**src/rtl/prog_loader_if.sv**
```systemverilog
// prog_loader_if: host control, word stream, BRAM write ports and status of the loader
interface prog_loader_if #(
  parameter int DATA_WIDTH = 32,
  parameter int ADDR_WIDTH = 10,
  parameter int CNT_WIDTH  = ADDR_WIDTH - 1
);
  logic                  start;
  logic                  abort;
  logic [CNT_WIDTH-1:0]  d_count;
  logic [CNT_WIDTH-1:0]  i_count;
  logic                  s_valid;
  logic [DATA_WIDTH-1:0] s_data;
  logic                  s_ready;
  logic [ADDR_WIDTH-1:0] d_w_addr;
  logic [DATA_WIDTH-1:0] d_w_dat;
  logic                  d_w_enb;
  logic [ADDR_WIDTH-1:0] i_w_addr;
  logic [DATA_WIDTH-1:0] i_w_dat;
  logic                  i_w_enb;
  logic                  pc_stall;
  logic                  mem_rd_enb;
  logic                  busy;
  logic                  done;
  logic                  err;
  logic [1:0]            err_code;
  modport master (
    output start, abort, d_count, i_count, s_valid, s_data,
    input  s_ready, d_w_addr, d_w_dat, d_w_enb, i_w_addr, i_w_dat, i_w_enb,
           pc_stall, mem_rd_enb, busy, done, err, err_code
  );
  modport slave (
    input  start, abort, d_count, i_count, s_valid, s_data,
    output s_ready, d_w_addr, d_w_dat, d_w_enb, i_w_addr, i_w_dat, i_w_enb,
           pc_stall, mem_rd_enb, busy, done, err, err_code
  );
endinterface

```
**src/rtl/prog_loader.sv**
```systemverilog
// prog_loader: streams data then instruction words into BRAMs, verifies checksum, releases core
module prog_loader #(
  parameter int DATA_WIDTH = 32,
  parameter int ADDR_WIDTH = 10,
  parameter int CNT_WIDTH  = ADDR_WIDTH - 1
) (
  input logic clk,
  input logic rst,
  prog_loader_if.slave bus
);
  typedef enum logic [2:0] {IDLE, LOAD_D, LOAD_I, CHECK, RUN, ERROR} state_t;
  localparam logic [CNT_WIDTH-1:0] MAX_WORDS = CNT_WIDTH'(2 ** (ADDR_WIDTH - 2));
  state_t state;
  logic [CNT_WIDTH-1:0] idx, d_cnt, i_cnt;
  logic [DATA_WIDTH-1:0] acc;
  logic [ADDR_WIDTH-1:0] w_addr;
  logic xfer, last, bad_cnt;
  assign bus.busy       = state inside {LOAD_D, LOAD_I, CHECK};
  assign bus.s_ready    = bus.busy;
  assign bus.done       = state == RUN;
  assign bus.err        = state == ERROR;
  assign bus.pc_stall   = state != RUN;
  assign bus.mem_rd_enb = state == RUN;
  assign xfer    = bus.s_valid && bus.s_ready;
  assign w_addr  = {idx[CNT_WIDTH-2:0], 2'b00};
  assign last    = idx == (state == LOAD_D ? d_cnt : i_cnt) - CNT_WIDTH'(1);
  assign bad_cnt = bus.i_count == '0 || bus.d_count > MAX_WORDS || bus.i_count > MAX_WORDS;
  always_ff @(posedge clk) begin
    if (rst || bus.abort) begin
      state        <= IDLE;
      idx          <= '0;
      d_cnt        <= '0;
      i_cnt        <= '0;
      acc          <= '0;
      bus.err_code <= '0;
      bus.d_w_enb  <= 1'b0;
      bus.i_w_enb  <= 1'b0;
      bus.d_w_addr <= '0;
      bus.i_w_addr <= '0;
      bus.d_w_dat  <= '0;
      bus.i_w_dat  <= '0;
    end else begin
      bus.d_w_enb <= xfer && state == LOAD_D;
      bus.i_w_enb <= xfer && state == LOAD_I;
      if (xfer && state == LOAD_D) begin
        bus.d_w_addr <= w_addr;
        bus.d_w_dat  <= bus.s_data;
      end
      if (xfer && state == LOAD_I) begin
        bus.i_w_addr <= w_addr;
        bus.i_w_dat  <= bus.s_data;
      end
      if (xfer && state != CHECK) acc <= acc + bus.s_data;
      case (state)
        IDLE: if (bus.start) begin
          d_cnt        <= bus.d_count;
          i_cnt        <= bus.i_count;
          idx          <= '0;
          acc          <= '0;
          bus.err_code <= bad_cnt ? 2'd1 : 2'd0;
          state        <= bad_cnt ? ERROR : bus.d_count == '0 ? LOAD_I : LOAD_D;
        end
        LOAD_D: if (xfer) begin
          idx   <= last ? '0 : idx + CNT_WIDTH'(1);
          state <= last ? LOAD_I : LOAD_D;
        end
        LOAD_I: if (xfer) begin
          idx   <= last ? '0 : idx + CNT_WIDTH'(1);
          state <= last ? CHECK : LOAD_I;
        end
        CHECK: if (xfer) begin
          bus.err_code <= bus.s_data == acc ? 2'd0 : 2'd2;
          state        <= bus.s_data == acc ? RUN : ERROR;
        end
        default: ;
      endcase
    end
  end
endmodule

```
**src/flat_wrapper.sv**
```systemverilog
// flat-port wrapper written by rule: the top's interface ports become plain ports
module prog_loader_flat 
#(
  parameter int DATA_WIDTH = 32,
  parameter int ADDR_WIDTH = 10,
  parameter int CNT_WIDTH  = ADDR_WIDTH - 1
)
  (clk, rst, bus_start, bus_abort, bus_d_count, bus_i_count, bus_s_valid, bus_s_data, bus_s_ready, bus_d_w_addr, bus_d_w_dat, bus_d_w_enb, bus_i_w_addr, bus_i_w_dat, bus_i_w_enb, bus_pc_stall, bus_mem_rd_enb, bus_busy, bus_done, bus_err, bus_err_code);
  prog_loader_if #(.DATA_WIDTH(DATA_WIDTH), .ADDR_WIDTH(ADDR_WIDTH), .CNT_WIDTH(CNT_WIDTH)) bus_i ();
  input logic clk;
  input logic rst;
  input wire logic [$bits(bus_i.start)-1:0] bus_start;
  input wire logic [$bits(bus_i.abort)-1:0] bus_abort;
  input wire logic [$bits(bus_i.d_count)-1:0] bus_d_count;
  input wire logic [$bits(bus_i.i_count)-1:0] bus_i_count;
  input wire logic [$bits(bus_i.s_valid)-1:0] bus_s_valid;
  input wire logic [$bits(bus_i.s_data)-1:0] bus_s_data;
  output wire logic [$bits(bus_i.s_ready)-1:0] bus_s_ready;
  output wire logic [$bits(bus_i.d_w_addr)-1:0] bus_d_w_addr;
  output wire logic [$bits(bus_i.d_w_dat)-1:0] bus_d_w_dat;
  output wire logic [$bits(bus_i.d_w_enb)-1:0] bus_d_w_enb;
  output wire logic [$bits(bus_i.i_w_addr)-1:0] bus_i_w_addr;
  output wire logic [$bits(bus_i.i_w_dat)-1:0] bus_i_w_dat;
  output wire logic [$bits(bus_i.i_w_enb)-1:0] bus_i_w_enb;
  output wire logic [$bits(bus_i.pc_stall)-1:0] bus_pc_stall;
  output wire logic [$bits(bus_i.mem_rd_enb)-1:0] bus_mem_rd_enb;
  output wire logic [$bits(bus_i.busy)-1:0] bus_busy;
  output wire logic [$bits(bus_i.done)-1:0] bus_done;
  output wire logic [$bits(bus_i.err)-1:0] bus_err;
  output wire logic [$bits(bus_i.err_code)-1:0] bus_err_code;
  assign bus_i.start = bus_start;
  assign bus_i.abort = bus_abort;
  assign bus_i.d_count = bus_d_count;
  assign bus_i.i_count = bus_i_count;
  assign bus_i.s_valid = bus_s_valid;
  assign bus_i.s_data = bus_s_data;
  assign bus_s_ready = bus_i.s_ready;
  assign bus_d_w_addr = bus_i.d_w_addr;
  assign bus_d_w_dat = bus_i.d_w_dat;
  assign bus_d_w_enb = bus_i.d_w_enb;
  assign bus_i_w_addr = bus_i.i_w_addr;
  assign bus_i_w_dat = bus_i.i_w_dat;
  assign bus_i_w_enb = bus_i.i_w_enb;
  assign bus_pc_stall = bus_i.pc_stall;
  assign bus_mem_rd_enb = bus_i.mem_rd_enb;
  assign bus_busy = bus_i.busy;
  assign bus_done = bus_i.done;
  assign bus_err = bus_i.err;
  assign bus_err_code = bus_i.err_code;
  prog_loader #(.DATA_WIDTH(DATA_WIDTH), .ADDR_WIDTH(ADDR_WIDTH), .CNT_WIDTH(CNT_WIDTH)) u_core (.clk(clk), .rst(rst), .bus(bus_i));
endmodule
```
**config.mk**
```make
export PLATFORM = sky130hd
export DESIGN_NAME = prog_loader_flat
export DESIGN_NICKNAME = d
export VERILOG_FILES = /design/src/rtl/prog_loader_if.sv /design/src/rtl/prog_loader.sv /design/src/flat_wrapper.sv
export SDC_FILE = /design/constraint.sdc
export NUM_CORES = 1
export LEC_CHECK = 0
export BUFFER_PORTS_ARGS = -buffer_cell sky130_fd_sc_hd__buf_2
export CORE_MARGIN = 4
export CORE_UTILIZATION = 56
export CTS_CLUSTER_SIZE = 16
export DETAILED_ROUTE_END_ITERATION = 6
export PLACE_DENSITY_LB_ADDON = 0.3
export SLEW_MARGIN = 5
export SYNTH_ARGS = -nofsm -noshare
export SYNTH_HDL_FRONTEND = slang
export SYNTH_SLANG_ARGS = --single-unit
```
**constraint.sdc**
```tcl
create_clock -name clk -period 4.07 [get_ports clk]
set_input_delay 1.221 -clock clk [delete_from_list [all_inputs] [get_ports clk]]
set_output_delay 1.221 -clock clk [all_outputs]
set_load 0.02 [all_outputs]
```
=== Yosys cells after proc, flatten, opt, wreduce, memory -nomap -nowiden ===
Index checks and enable logic that the tools add are counted.

* Word-level logic and storage cells: 73
* Output and inout bits: 94
* Input port bits: 55
* Register bits: 146

* Equal/unequal tests: 14
* $lt $le $gt $ge: 2
* Reductions and logical operators: 19
* Muxes and demuxes: 23
* Add/sub/neg operators: 3

{| class="wikitable"
|+ Operators with widths
! cell !! count
|-
| $mux 32 || 3
|-
| $mux 9 || 4
|-
| $add 32x32->32 || 1
|-
| $eq 32x32->1 || 1
|-
| $gt 9x9->1 const B || 2
|-
| $logic_not 9->1 || 2
|-
| $pmux 9 s2 || 1
|-
| $mux 3 || 5
|-
| $pmux 3 s4 || 1
|-
| $mux 2 || 5
|-
| $add 9x1->9 const B || 1
|-
| $eq 9x9->1 || 1
|-
| $sub 9x1->9 const B || 1
|-
| $ne 2x1->1 const B || 4
|-
| $eq 3x2->1 const B || 2
|-
| $eq 3x3->1 const B || 2
|-
| $reduce_and 3->1 || 2
|-
| $reduce_and 5->1 || 1
|-
| $logic_and 1x1->1 || 4
|-
| $pmux 2 s2 || 1
|-
| $reduce_bool 2->1 || 2
|-
| $reduce_bool 4->1 || 1
|-
| $eq 3x1->1 const B || 1
|-
| $logic_not 3->1 || 1
|-
| other kinds (8) || 12
|}

=== Depth between registers and ports, before layout ===
* Depth in word-level cells: 7
* Gate-level depth with buffers: 14
* Depth with buffers taken out: 11

=== Least setup slack after synthesis ===
Ideal clock, no wire load.

* Path kind: in2reg
* Start point: in bus_s_data[4]
* End point: reg u_core.acc[31]
* Data required time: 3950 ps
* Cell stages on the path: 10
* Path buffers: 1
* Arrival: 3339 ps
* Setup time: 120 ps
* Setup slack: 612 ps
* Path through: ha_1 -> buf_2 -> a21oi_1 -> o211ai_2 -> a31oi_1 -> o31ai_2 -> a2111oi_2 -> a211o_1 -> nand2_1 -> a211o_1

* Longest elaborated chain between the ends: 4

{| class="wikitable"
|+ RTL lines
! item !! line !! text
|-
| start, declared || flat_wrapper.sv:17 || <nowiki>input wire logic [$bits(bus_i.s_data)-1:0] bus_s_data;</nowiki>
|-
| $add 32x32->32 * || prog_loader.sv:53 || <nowiki>if (xfer && state != CHECK) acc <= acc + bus.s_data;</nowiki>
|-
| $mux 32 * || prog_loader.sv:53 ||
|-
| $mux 32 || prog_loader.sv:55 || <nowiki>IDLE: if (bus.start) begin</nowiki>
|-
| $mux 32 * || prog_loader.sv:54 || <nowiki>case (state)</nowiki>
|-
| end signal, assigned || prog_loader.sv:53 ||
|-
| end, declared || prog_loader.sv:15 || <nowiki>logic [DATA_WIDTH-1:0] acc;</nowiki>
|}

Mark *: on every way between the ends. The rest lies on a longest branch, timed or not.
A chain may end at the register's enable or synchronous reset.

=== Worst setup path after layout ===
* Start point: reg u_core.state[0]
* End point: reg u_core.idx[2]

* Longest elaborated chain between the ends: 7

{| class="wikitable"
|+ RTL lines
! item !! line !! text
|-
| start, declared || prog_loader.sv:13 || <nowiki>state_t state;</nowiki>
|-
| start signal, assigned || prog_loader.sv:61 || <nowiki>state <= bad_cnt ? ERROR : bus.d_count == '0 ? LOAD_I : LOAD_D;</nowiki>
|-
| start signal, assigned || prog_loader.sv:65 || <nowiki>state <= last ? LOAD_I : LOAD_D;</nowiki>
|-
| start signal, assigned || prog_loader.sv:69 || <nowiki>state <= last ? CHECK : LOAD_I;</nowiki>
|-
| $eq 3x1->1 || prog_loader.sv:18, prog_loader.sv:26, prog_loader.sv:54 ||
|-
| $mux 9 || prog_loader.sv:26 || <nowiki>assign last = idx == (state == LOAD_D ? d_cnt : i_cnt) - CNT_WIDTH'(1);</nowiki>
|-
| $sub 9x1->9 || prog_loader.sv:26 ||
|-
| $eq 9x9->1 || prog_loader.sv:26 ||
|-
| $mux 9 || prog_loader.sv:64, prog_loader.sv:68 ||
|-
| $mux 9 || prog_loader.sv:63, prog_loader.sv:67 ||
|-
| $pmux 9 s2 || prog_loader.sv:54 ||
|-
| end signal, assigned || prog_loader.sv:64 || <nowiki>idx <= last ? '0 : idx + CNT_WIDTH'(1);</nowiki>
|-
| end signal, assigned || prog_loader.sv:68 || <nowiki>idx <= last ? '0 : idx + CNT_WIDTH'(1);</nowiki>
|-
| end, declared || prog_loader.sv:14 || <nowiki>logic [CNT_WIDTH-1:0] idx, d_cnt, i_cnt;</nowiki>
|}

Several ways; a longest one is shown, not always the timed one. The select of a mux whose other input is x is not followed.

==> summary.txt <==
Clock tree
  – # H-tree levels: 4
  – CTS Root Cell: clkbuf_16
  – Hold Buf Count CTS: 0
  – CTS tree: yes
  – Worst skew pair latency: 0.43 ns
  – Post-CTS setup repair buffer count: 0
  – CTS buffer count: 17
  – CTS resizes: 0
  – Maximum clock path buffer count: 2
  – Clk sinks: around 150
  – Clock-pin transition on the worst setup and hold timing paths: 0.06 ns

Drt
  – Vias per cell: 5.69
  – Total number of vias: 7,245
  – DRT Wirelength: 19,800 microns
  – Post-route DRC: 0
  – Antenna Nets Post-Route: 0
  – Detail-routed net length per standard cell: about 16 microns
  – DR pass1 iterations: 5
  – Iteration-0 DRC Markers: 523

Pwr
  – Sequential Power Share: between 40% and 50%
  – Pint: 0.00255 W
  – IR Drop Worst-Case VDD: roughly 350 uV
  – Power per Cell Area: between 300 and 400 nW/um^2
  – Tot Pwr: about 0.0034 W
  – NetSw: 0.000816 W
  – LEAKAGE: 3.65 nW
  – Comb power frac: about 11%
  – Sw Share: 24.2%
  – Clock Power Share: roughly 46%

Floorplanning
  – Initial Utilization: 58.2%
  – Die height: 123 microns
  – Core ar.: between 10,000 and 15,000 sq um
  – Full die area: 15,300 sq um
  – Ports: 149
  – Die Span X: 123 microns
  – Row count: 41

Timing
  – TNS Setup: 0 ns
  – Tmin final: 3.51 ns
  – WHS: 0.450 ns
  – # setup viols final: 0
  – Fmax: 0.285 GHz
  – Slew margin rel.: 30.7%
  – Fin crit share: 86.3%
  – Worst-Margin Slew: around 1.0 ns
  – RSZ-0062 raised after global routing: false
  – Clk_skew: 0.00926 ns
  – Final hold violations: 0
  – Max Slew Vio Count: 0

GRT
  – First-pass GRT wire length: around 31,000 microns
  – Initial antenna violation count: 0
  – Via count of the first global-routing pass: 6,495
  – Largest net degree at the start of global routing: 61
  – Total grt overflow: 0
  – GRT Resource Usage Total: between 20% and 30%

Synth
  – Count leader, synth: nand2_1
  – Synth Area per Inst: 7.69 sq um
  – Main synth FF type: dfxtp_1
  – Number of distinct library cells after synthesis: 67
  – Post-synth ARST share: 0%
  – Seq/Total Area, Yosys: 39.1%
  – Post-synth EDFFs: 0
  – Mapped Cells: 971
  – #FFs+latches synth: 146
  – Biggest area consumer among synthesized cells: dfxtp_1
  – Ys Warns: 0
  – Synth cell count leaders: 271 x nand2_1, 148 x a21oi_1, 146 x dfxtp_1, 49 x clkbuf_1, 36 x nor2_1
  – Synth top area cells: dfxtp_1 39%, nand2_1 14%, a21oi_1 9.9%
  – Synth top area share: 39.1%
  – Synth Cell Area: 7470 sq um

Placement
  – Routability cong.: between 0.9 and 1
  – HPWL Detailed: roughly 14,000 microns
  – Number of port buffers: 144
  – DP Area: between 8000 and 9000 sq um
  – Placed insts: 1,245

Cells and area
  – # diodes: 0
  – Area delta synth->final: 18.6%
  – Finished Cell Area: 8860 sq um
  – Final nets: 1,181
  – Finished Layout Cells: 1,273
  – Share of cells above drive strength 1: 18.2%

Worst setup path
  – Reg-to-reg critical path startpoint: u_core.state[0]
  – Worst-path cell with the longest stage delay: dfxtp_1
  – Setup crit end: u_core.idx[2]
  – CP Cell Sequence: nor3b_4, mux2i_1, ha_1, nor3b_1, mux2_2, o31ai_1, a21boi_0, o21ai_1, a311oi_4, a21oi_1, a31oi_1
  – Required time worst endpoint: roughly 4.4 ns
  – CP Class: reg2reg
  – Crit path max-delay family: compound AO/OA/AOI/OAI gates
  – Crit path largest cell delay: 0.60 ns
  – Cell depth of the worst setup path: 11
  – Worst reg2reg endpoint: u_core.idx[2]
  – Reg2Reg Depth: 11
  – Bufs and invs on worst path: 0
  – Worst Path Max Fanout: 13
  – Reg2reg setup slack: 0.56 ns
  – CP Capture Type: flip-flop
  – Startpoint class of the critical path: flip-flop
  – CP Data Arrival Time: ~3.9 ns
  – CP startpoint: u_core.state[0]

Min path
  – Hold crit path type: reg2reg

Outcome
  – Status: finished, final reports clean

Job
  – Max-cap violations: 0
worst min-delay path by stage:
stage,startpoint,endpoint,slack [ns],depth (start not counted)
finish,u_core.bus.i_w_dat[9],u_core.bus.i_w_dat[9],0.45,2
floorplan,u_core.acc[15],u_core.acc[15],0.43,2
detailed placement,u_core.bus.d_w_dat[15],u_core.bus.d_w_dat[15],0.44,2
global placement,u_core.bus.i_w_dat[24],u_core.bus.i_w_dat[24],0.44,2
CTS,u_core.bus.d_w_dat[15],u_core.bus.d_w_dat[15],0.45,2
global route,u_core.bus.i_w_dat[27],u_core.bus.i_w_dat[27],0.47,2
flip-flops by register name (all words and copies together) (netlist names):
register,flops
u_core.acc,32
u_core.bus.err_code,2
u_core.bus.d_w_dat,32
u_core.d_cnt,9
u_core.bus.i_w_enb,1
u_core.i_cnt,9
u_core.bus.i_w_dat,32
u_core.idx,9
u_core.bus.d_w_enb,1
u_core.state,3
u_core.bus.i_w_addr,8
u_core.bus.d_w_addr,8
power groups by stage:
| stage | clock network [W] | registers (W) | logic (W) |
|---|---|---|---|
| floorplan | 0 | 0.00149 | 0.000252 |
| global placement | 0 | 0.00149 | 0.000355 |
| detailed placement | 0 | 0.00150 | 0.000360 |
| CTS | 0.00155 | 0.00146 | 0.000365 |
| global route | 0.00161 | 0.00147 | 0.000407 |
| finish | 0.00154 | 0.00147 | 0.000368 |
logic make-up after synthesis:
family	after synthesis	synth area share, %
compound gates	253	20.0
simple gates	407	24.0
buf+inv	76	4.34
mux	14	1.93
fa+ha+maj	34	5.80
other cells	1	0.0502
xor+xnor	40	4.79
flops	146	39.1
stage by stage:
stage / util, % / worst slack [ns]
3_3_place_gp: 64.6 / 0.337
6_report: 69.1 / 0.556
5_1_grt: 69.1 / 0.308
4_1_cts: 69.1 / 0.609
2_1_floorplan: - / 0.612
3_5_place_dp: 64.6 / 0.218
area by class of cell:
| type | count | area (sq um) |
|---|---|---|
| fill | 1102 | 3960 |
| sequential | 146 | 2920 |
| clock buffer | 21 | 460 |
| multi-input combinational | 752 | 4250 |
| inverter | 16 | 60.1 |
| tap | 172 | 215 |
| clock inverter | 7 | 110 |
| timing repair buffer | 159 | 846 |
metal layers:
metal | GRT usage (%) | routed length (microns) | vias up
met5 | 0 | 0 | -
met4 | 10.9 | 527 | 0
met3 | 4.30 | 1070 | 42
met2 | 42.2 | 9280 | 217
met1 | 33.9 | 8890 | 3409
li1 | - | - | 3577
worst min-delay path, delay by kind of cell, from the launching register on:
family,cells,cell delay [ns]
flops,1,0.30
simple gates,1,0.05
compound gates,1,0.05
layout by cell type (no fill, tap or decap), drive strengths merged, types with 9 or more instances in the layout:
cell type / count
o21ai: 35
nand2: 271
nor2: 36
inv: 16
nand2b: 13
xnor2: 27
buf: 159
a21oi: 148
and3: 9
a31oi: 9
dfxtp: 146
nor3: 15
nor4: 16
xor2: 13
mux2i: 11
clkbuf: 21
nand3: 20
ha: 33
Note: power is estimated with default switching activity, not from simulation.
